`src/rtl/mem_arbiter.sv`:
```
// mem_arbiter: shares one handshaked memory port between instruction fetch and MEM-stage data.
// Define MEM_ARB_TIMEOUT_EN to abort busy states after TIMEOUT cycles and raise a sticky err.
module mem_arbiter #(
    parameter int ADDR_W       = 16,
    parameter int DATA_W       = 16,
    parameter int MAX_D_STREAK = 4,
    parameter int TIMEOUT      = 64
) (
    input  logic              clk,
    input  logic              rst_n,
    input  logic              i_req,
    input  logic [ADDR_W-1:0] i_addr,
    output logic [DATA_W-1:0] i_rdata,
    output logic              i_ready,
    input  logic              d_re,
    input  logic              d_we,
    input  logic [ADDR_W-1:0] d_addr,
    input  logic [DATA_W-1:0] d_wdata,
    output logic [DATA_W-1:0] d_rdata,
    output logic              d_ready,
    output logic              mem_req,
    output logic              mem_we,
    output logic [ADDR_W-1:0] mem_addr,
    output logic [DATA_W-1:0] mem_wdata,
    input  logic [DATA_W-1:0] mem_rdata,
    input  logic              mem_ack,
    output logic              stall,
    output logic              err
);

    typedef enum logic [1:0] {IDLE, BUSY_I, BUSY_D, DONE} state_t;

    localparam int SW = $clog2(MAX_D_STREAK + 1);

    state_t            state_q, state_d;
    logic [SW-1:0]     streak_q, streak_d;
    logic              dOwner_q, dOwner_d;
    logic              we_q, we_d;
    logic [ADDR_W-1:0] addr_q, addr_d;
    logic [DATA_W-1:0] wdata_q, wdata_d;
    logic [DATA_W-1:0] iRdata_q, iRdata_d;
    logic [DATA_W-1:0] dRdata_q, dRdata_d;
    logic              dReq;
    logic              busy;
    logic              timeout;

    assign dReq = d_re | d_we;
    assign busy = (state_q == BUSY_I) || (state_q == BUSY_D);

`ifdef MEM_ARB_TIMEOUT_EN
    localparam int TW = $clog2(TIMEOUT + 1);

    logic [TW-1:0] tcnt_q, tcnt_d;
    logic          err_q, err_d;

    // An ack arriving on the expiry cycle takes priority over the abort.
    assign timeout = busy && !mem_ack && (tcnt_q == TW'(TIMEOUT - 1));

    always_comb begin
        tcnt_d = tcnt_q;
        err_d  = err_q;
        if (!busy) begin
            tcnt_d = '0;
        end else if (!mem_ack) begin
            tcnt_d = tcnt_q + 1'b1;
        end
        if (timeout) begin
            err_d = 1'b1;
        end
    end

    always_ff @(posedge clk or negedge rst_n) begin
        if (!rst_n) begin
            tcnt_q <= '0;
            err_q  <= 1'b0;
        end else begin
            tcnt_q <= tcnt_d;
            err_q  <= err_d;
        end
    end

    assign err = err_q;
`else
    localparam int unusedTimeout = TIMEOUT;

    assign timeout = 1'b0;
    assign err     = 1'b0;
`endif

    always_ff @(posedge clk or negedge rst_n) begin
        if (!rst_n) begin
            state_q  <= IDLE;
            streak_q <= '0;
            dOwner_q <= 1'b0;
            we_q     <= 1'b0;
            addr_q   <= '0;
            wdata_q  <= '0;
            iRdata_q <= '0;
            dRdata_q <= '0;
        end else begin
            state_q  <= state_d;
            streak_q <= streak_d;
            dOwner_q <= dOwner_d;
            we_q     <= we_d;
            addr_q   <= addr_d;
            wdata_q  <= wdata_d;
            iRdata_q <= iRdata_d;
            dRdata_q <= dRdata_d;
        end
    end

    // Data wins unless a waiting fetch has already been passed over MAX_D_STREAK times.
    always_comb begin
        state_d = state_q;
        case (state_q)
            IDLE: begin
                if (dReq && (!i_req || (streak_q < SW'(MAX_D_STREAK)))) begin
                    state_d = BUSY_D;
                end else if (i_req) begin
                    state_d = BUSY_I;
                end
            end
            BUSY_I, BUSY_D: begin
                if (mem_ack || timeout) begin
                    state_d = DONE;
                end
            end
            DONE:    state_d = IDLE;
            default: state_d = IDLE;
        endcase
    end

    always_comb begin
        mem_req = 1'b0;
        i_ready = 1'b0;
        d_ready = 1'b0;
        case (state_q)
            BUSY_I, BUSY_D: mem_req = 1'b1;
            DONE: begin
                i_ready = !dOwner_q;
                d_ready = dOwner_q;
            end
            default: ;
        endcase
    end

    always_comb begin
        streak_d = streak_q;
        dOwner_d = dOwner_q;
        we_d     = we_q;
        addr_d   = addr_q;
        wdata_d  = wdata_q;
        iRdata_d = iRdata_q;
        dRdata_d = dRdata_q;
        if (state_q == IDLE && state_d == BUSY_D) begin
            dOwner_d = 1'b1;
            we_d     = d_we;
            addr_d   = d_addr;
            wdata_d  = d_wdata;
            if (!i_req) begin
                streak_d = '0;
            end else if (streak_q != SW'(MAX_D_STREAK)) begin
                streak_d = streak_q + 1'b1;
            end
        end else if (state_q == IDLE && state_d == BUSY_I) begin
            dOwner_d = 1'b0;
            we_d     = 1'b0;
            addr_d   = i_addr;
            streak_d = '0;
        end else if (busy && !we_q && (mem_ack || timeout)) begin
            // An aborted read returns zero rather than whatever is on the bus.
            if (dOwner_q) begin
                dRdata_d = mem_ack ? mem_rdata : '0;
            end else begin
                iRdata_d = mem_ack ? mem_rdata : '0;
            end
        end
    end

    assign mem_we    = we_q & mem_req;
    assign mem_addr  = addr_q;
    assign mem_wdata = wdata_q;
    assign i_rdata   = iRdata_q;
    assign d_rdata   = dRdata_q;
    assign stall     = (i_req & ~i_ready) | (dReq & ~d_ready);

endmodule

```
`config.mk`:
```
export PLATFORM = sky130hd
export DESIGN_NAME = mem_arbiter
export DESIGN_NICKNAME = d
export VERILOG_FILES = /design/src/rtl/mem_arbiter.sv
export SDC_FILE = /design/constraint.sdc
export NUM_CORES = 1
export LEC_CHECK = 0
export ABC_AREA = 1
export CORE_MARGIN = 2
export CORE_UTILIZATION = 43
export DETAILED_ROUTE_END_ITERATION = 12
export PLACE_DENSITY = 0.87
export REMOVE_ABC_BUFFERS = 1
export SLEW_MARGIN = 20
export SYNTH_ARGS = -nofsm -noshare
export SYNTH_HDL_FRONTEND = slang
export SYNTH_SLANG_ARGS = --single-unit
```
`constraint.sdc`:
```
create_clock -name clk -period 2.15 [get_ports clk]
set_input_delay 0.215 -clock clk [delete_from_list [all_inputs] [get_ports clk]]
set_output_delay 0.215 -clock clk [all_outputs]
set_load 0.02 [all_outputs]
```
**After elaboration in Yosys (flattened, before gate mapping)**

Cells that the tools add are included.
W data, S select, Z words.

- Logic and storage cells: 60
- Memory bits (writable): 0
- Memory bits (read-only): 0
- Memories: 0
- Register bits after elaboration: 71
- Bits of input ports: 70
- Bits in latches: 0
- Output and inout bits: 70

- Equal/unequal tests: 7
- $add $sub $neg: 1
- Multipliers: 0
- Mux-type cells: 17
- $lt $le $gt $ge: 1
- Shifts and indexed selects: 0
- Bitwise gates (word level): 10
- Reduce and logical (&&, ||, !) cells: 16
- Divide/modulo/power cells: 0

Operators with widths:

| operator | count |
|---|---|
| $mux W16 | 3 |
| $mux W3 | 4 |
| $reduce_and A4 Y1 | 2 |
| $eq A2 B2 Y1 const B | 3 |
| $mux W1 | 6 |
| $mux W2 | 3 |
| $pmux W2 S3 | 1 |
| $logic_and A1 B1 Y1 | 5 |
| $not A1 Y1 | 5 |
| $eq A2 B1 Y1 const B | 2 |
| $add A3 B1 Y3 const B | 1 |
| $and A1 B1 Y1 | 3 |
| $logic_not A1 Y1 | 3 |
| $lt A3 B3 Y1 const B | 1 |
| $ne A3 B2 Y1 const B | 1 |
| $ne A3 B3 Y1 const B | 1 |
| $logic_not A2 Y1 | 1 |
| $logic_or A1 B1 Y1 | 2 |
| $or A1 B1 Y1 | 2 |
| $reduce_and A2 Y1 | 1 |
| $reduce_bool A2 Y1 | 1 |
| $reduce_or A2 Y1 | 1 |

**Longest topological paths before layout**

- Depth after elaboration: 9
- Depth in mapped cells: 12
- Gate-level depth less buffers: 11

**Worst setup path after synthesis**

No wires, ideal clock.

- Kind: reg2reg
- From: register state_q[0]
- To: register iRdata_q[0] (netlist: i_rdata[0])
- Setup time: 0.117 ns
- Stages on the path, launching flop included: 11
- Buffers on the path: 2
- Setup slack: 0.273 ns
- Required time: 2.033 ns
- Arrival time: 1.759 ns
- Period minus slack after synthesis: 1.877 ns
- Cells stage by stage: dfrtp_1 -> inv_1 -> ha_1 -> nand2_1 -> nor2_1 -> a21oi_4 -> nand2_8 -> buf_8 -> buf_6 -> nand4_1 -> nand2_1

- Word-level cells in the longest chain between the ends: 7
- Elaborated cells between the ends (all ways): 19
- Those cells by class: eq/ne (5); mux (4); bitwise (2); reduce/logical (8)

Ends and longest elaborated chain:

| item | line | RTL |
|---|---|---|
| start: declaration | 35 | `state_t state_q, state_d;` |
| start signal: assignment | 101 | `state_q <= state_d;` |
| $eq A2 B1 Y1, or another cell as far along | 48, 115 |  |
| $reduce_or A2 Y1 or $mux W2 (tied branches) | 115, 117 |  |
| $pmux W2 S3 | 115 | `case (state_q)` |
| $eq A2 B1 Y1 or $eq A2 B2 Y1 (tied branches) | 165, 155 |  |
| $logic_and A1 B1 Y1 (on tied branches) | 165, 155 |  |
| $not A1 Y1 (no source line) | n/a |  |
| $reduce_and A4 Y1 (no source line) (*) | n/a |  |
| end signal: assignment | 107 | `iRdata_q <= iRdata_d;` |
| end: declaration | 41 | `logic [DATA_W-1:0] iRdata_q, iRdata_d;` |

Mark *: on every way between the ends. The rest lies on a longest branch, timed or not.
A chain may end at the register's enable or synchronous reset.

**Final worst setup path**

- From: register state_q[0]
- To: output mem_req

- Word-level cells in the longest chain between the ends: 3
- Elaborated cells between the ends (all ways): 4
- Those cells by class: eq/ne (2); mux (1); reduce/logical (1)

Ends and longest elaborated chain:

| item | line | RTL |
|---|---|---|
| $eq A2 B1 Y1 or $eq A2 B2 Y1 (tied branches) | 137 | `case (state_q)` |
| $reduce_or A2 Y1 (*) | 137 |  |
| $mux W1 (*) | 137 |  |
| end: declaration | 21 | `output logic mem_req,` |

Marks and branches as above.

==> flow_metrics.tcl <==
set metrics [dict create \
    synth_area_per_cell_sq_um 8.56 \
    leakage_nw 2.50 \
    hold_path.class "input port to asynchronous set/reset pin" \
    die_area_sq_um 8570 \
    drv_slew 0 \
    cts_tree "yes" \
    crit_chain "inv_1 > ha_1 > clkdlybuf4s50_1" \
    seq_area_frac_synth_pct 52.7 \
    ant_nets 0 \
    crit_required_ns 1.93 \
    fin_crit_sh_pct 93.9 \
    slowest_delay_ns 0.66 \
    cts_buffer_depth 2 \
    fill_cells 624 \
    rr_endpoint "i_rdata[2]$_DFFE_PN0P_" \
    port_buffers 138 \
    initial_utilization_pct 44.1 \
    gp_congestion 0.842 \
    end_kind "output port" \
    start_kind "flop" \
    drive_gt1_share_pct 7.64 \
    synth_area_leader_cell "dfrtp_1" \
    num_rows 32 \
    grt.overflow.total 0 \
    p_per_area_nw_per_um2 1550 \
    synth.top_cell.area_share_pct 52.7 \
    antenna_found_initial 0 \
    r2r_start "state_q[0]$_DFF_PN0_" \
    crit_family "buffers and inverters" \
    worstPathArrival_ns 1.80 \
    fin_worst_skew_ns 0.00976 \
    hpwl_mm 6.39 \
    relSlewSlack_pct 43.2 \
    htreeDepth 3 \
    nets 606 \
    fmax_ghz 0.495 \
    synth.area.top_cells "dfrtp_1 (53%), nand2_1 (19%), nand4_1 (5.9%)" \
    cts_root_buf "clkbuf_8" \
    dr.pass1.iters 5 \
    vias_per_cell 4.90 \
    core_area_sq_um 7650 \
    synthSimpleGateAreaFrac_pct 35.3 \
    routed_wl_mm 8.52 \
    clk_pin_slew_ns 0.08 \
    syn-cell-area_sq_um 3370 \
    vias 3129 \
    syn2layout_area_growth_pct 49.4 \
    status "finished with violations" \
    synth-adder-area-share_pct 1.48 \
    pin_count 140 \
    synth_top_family_by_area "simple AND/OR/NAND/NOR gates" \
    ir_worst_vdd_uv 755 \
    synth_xor_xnor_area_share_pct 0.260 \
    rsz0062_at_grt "false" \
    hold_viol 18 \
    antenna_cells 0 \
    pre_cts_ws_ns 0.0597 \
    syn_inst 394 \
    postCtsSetupBuffers 0 \
    ys_seq_elements 71 \
    synth.area.mux_share_pct 0 \
    crit_buf_inv 2 \
    grt_max_degree 72 \
    period_minus_slack_ns 2.02 \
    wl_per_cell_microns 13.3 \
    holdWs_ns -0.0178 \
    crit_fanout 5 \
    clkSinkCount 71 \
    synth.distinct_cells 29 \
    clk_latency_ns 0.33 \
    drcViolationCount 0 \
    cp_slowest_cell "clkdlybuf4s50_1" \
    setup_ws_ns 0.130 \
    max_cap_violations 0 \
    grt_pass1_vias 2972 \
    worstSetupPathType "flop to output port" \
    violations "negative hold slack" \
    synth_warnings 0 \
    chipWidth_microns 92.6 \
    die_h_microns 92.6 \
    reg2reg_depth 9 \
    ff2ff_setup_slack_ns 0.16 \
    grt_pass1_wl_mm 14.0 \
    drt-initial-drc-count 165 \
    worst_pin_slew_ns 0.852 \
    track_usage_pct 20.6 \
    finalSetupViolations 0 \
    synth-compound-area-share_pct 1.89 \
    cts_buffers 9 \
]
-- layer usage --
metal	part of all wire [%]	global-route usage [%]
met1	42	26.1
met2	49	34.7
met3	7.8	5.13
met4	1.5	7.09
met5	0	0
-- kinds of logic after synthesis --
group,after synthesis
compound gates,9
xor+xnor,1
other cells,1
buf+inv,53
simple gates,255
flops,71
fa+ha+maj,4
-- layout make-up --
class	instances	area [sq um]	share of cell area (%)
sequential	71	1780	35.3
timing repair buffer	148	1460	29.0
multi-input combinational	270	1320	26.2
clock buffer	10	138	2.73
tap	102	128	2.53
inverter	32	123	2.43
clock inverter	6	92.6	1.84
-- flip-flops by register name, summed over array words and instances, names as in the netlist --
register   cells
streak_q       3
state_q        2
dOwner_q       1
mem_wdata     16
d_rdata       16
i_rdata       16
we_q           1
mem_addr      16
-- worst register-to-register path, stage by stage (launching register included) --
cell	delay [ns]
dfrtp_1	0.41
inv_1	0.07
ha_1	0.34
nand2_1	0.09
o21bai_1	0.22
nand3_4	0.14
buf_8	0.23
nand3_4	0.22
nand2_1	0.12
nand2_1	0.06
-- what timing repair did --
action,CTS,global route
endpoints found under the setup margin,1,33
hold buffers,0,0
resized for setup,1,3
-- how the worst max path moves through the flow --
stage	end	slack [ns]	cells after the start	start
floorplan	mem_addr[0]$_DFFE_PN0P_	-0.13	10	state_q[0]$_DFF_PN0_
global placement	mem_addr[14]$_DFFE_PN0P_	0.15	10	d_we
detailed placement	i_rdata[2]$_DFFE_PN0P_	0.06	9	state_q[0]$_DFF_PN0_
CTS	mem_we	0.05	5	state_q[0]$_DFF_PN0_
global route	d_rdata[11]$_DFFE_PN0P_	0.02	9	state_q[1]$_DFF_PN0_
finish	mem_req	0.13	3	state_q[0]$_DFF_PN0_
-- cells in the final DEF, fill, tap and decap left out, drive strengths merged --
| master | Yosys | routed |
|---|---|---|
| dlymetal6s2s | 0 | 1 |
| nor2 | 11 | 11 |
| dfrtp | 71 | 71 |
| nand4 | 32 | 32 |
| ha | 4 | 4 |
| bufinv | 0 | 2 |
| dlygate4sd2 | 0 | 1 |
| nand3b | 16 | 16 |
| clkbuf | 1 | 10 |
| conb | 1 | 1 |
| clkinv | 0 | 1 |
| clkdlybuf4s50 | 0 | 135 |
| inv | 32 | 33 |
| o21ai | 6 | 6 |
| xor2 | 1 | 1 |
| o22ai | 1 | 1 |
| nand2 | 176 | 176 |
| clkinvlp | 0 | 2 |
| buf | 20 | 11 |
| nand3 | 20 | 20 |
| a21oi | 1 | 1 |
| o21bai | 1 | 1 |
-- metrics by stage --
stage	utilization [%]	cells	TNS, ns	cell area (sq um)	total power [mW]
final	65.9	639	0	5040	7.79
after global routing	65.9	639	0	5040	8.36
after CTS	65.7	639	0	5030	7.87
after detailed placement	62.7	623	0	4800	6.66
after global placement	62.7	623	0	4800	6.51
after floorplan	-	373	-2.20	3220	4.66
-- Yosys cell counts, drive strengths merged --
| cell type | n |
|---|---|
| xor2 | 1 |
| nand3b | 16 |
| dfrtp | 71 |
| nand2 | 176 |
| a21oi | 1 |
| o21bai | 1 |
| clkbuf | 1 |
| nand3 | 20 |
| o21ai | 6 |
| conb | 1 |
| inv | 32 |
| o22ai | 1 |
| buf | 20 |
| nor2 | 11 |
| ha | 4 |
| nand4 | 32 |
-- report_power, final --
group	switching (mW)	total, mW	internal [mW]
Sequential	0.377	2.34	1.97
Clock	0.499	1.19	0.691
Combinational	2.47	4.26	1.79
Note: power is estimated with default switching activity, not from simulation.
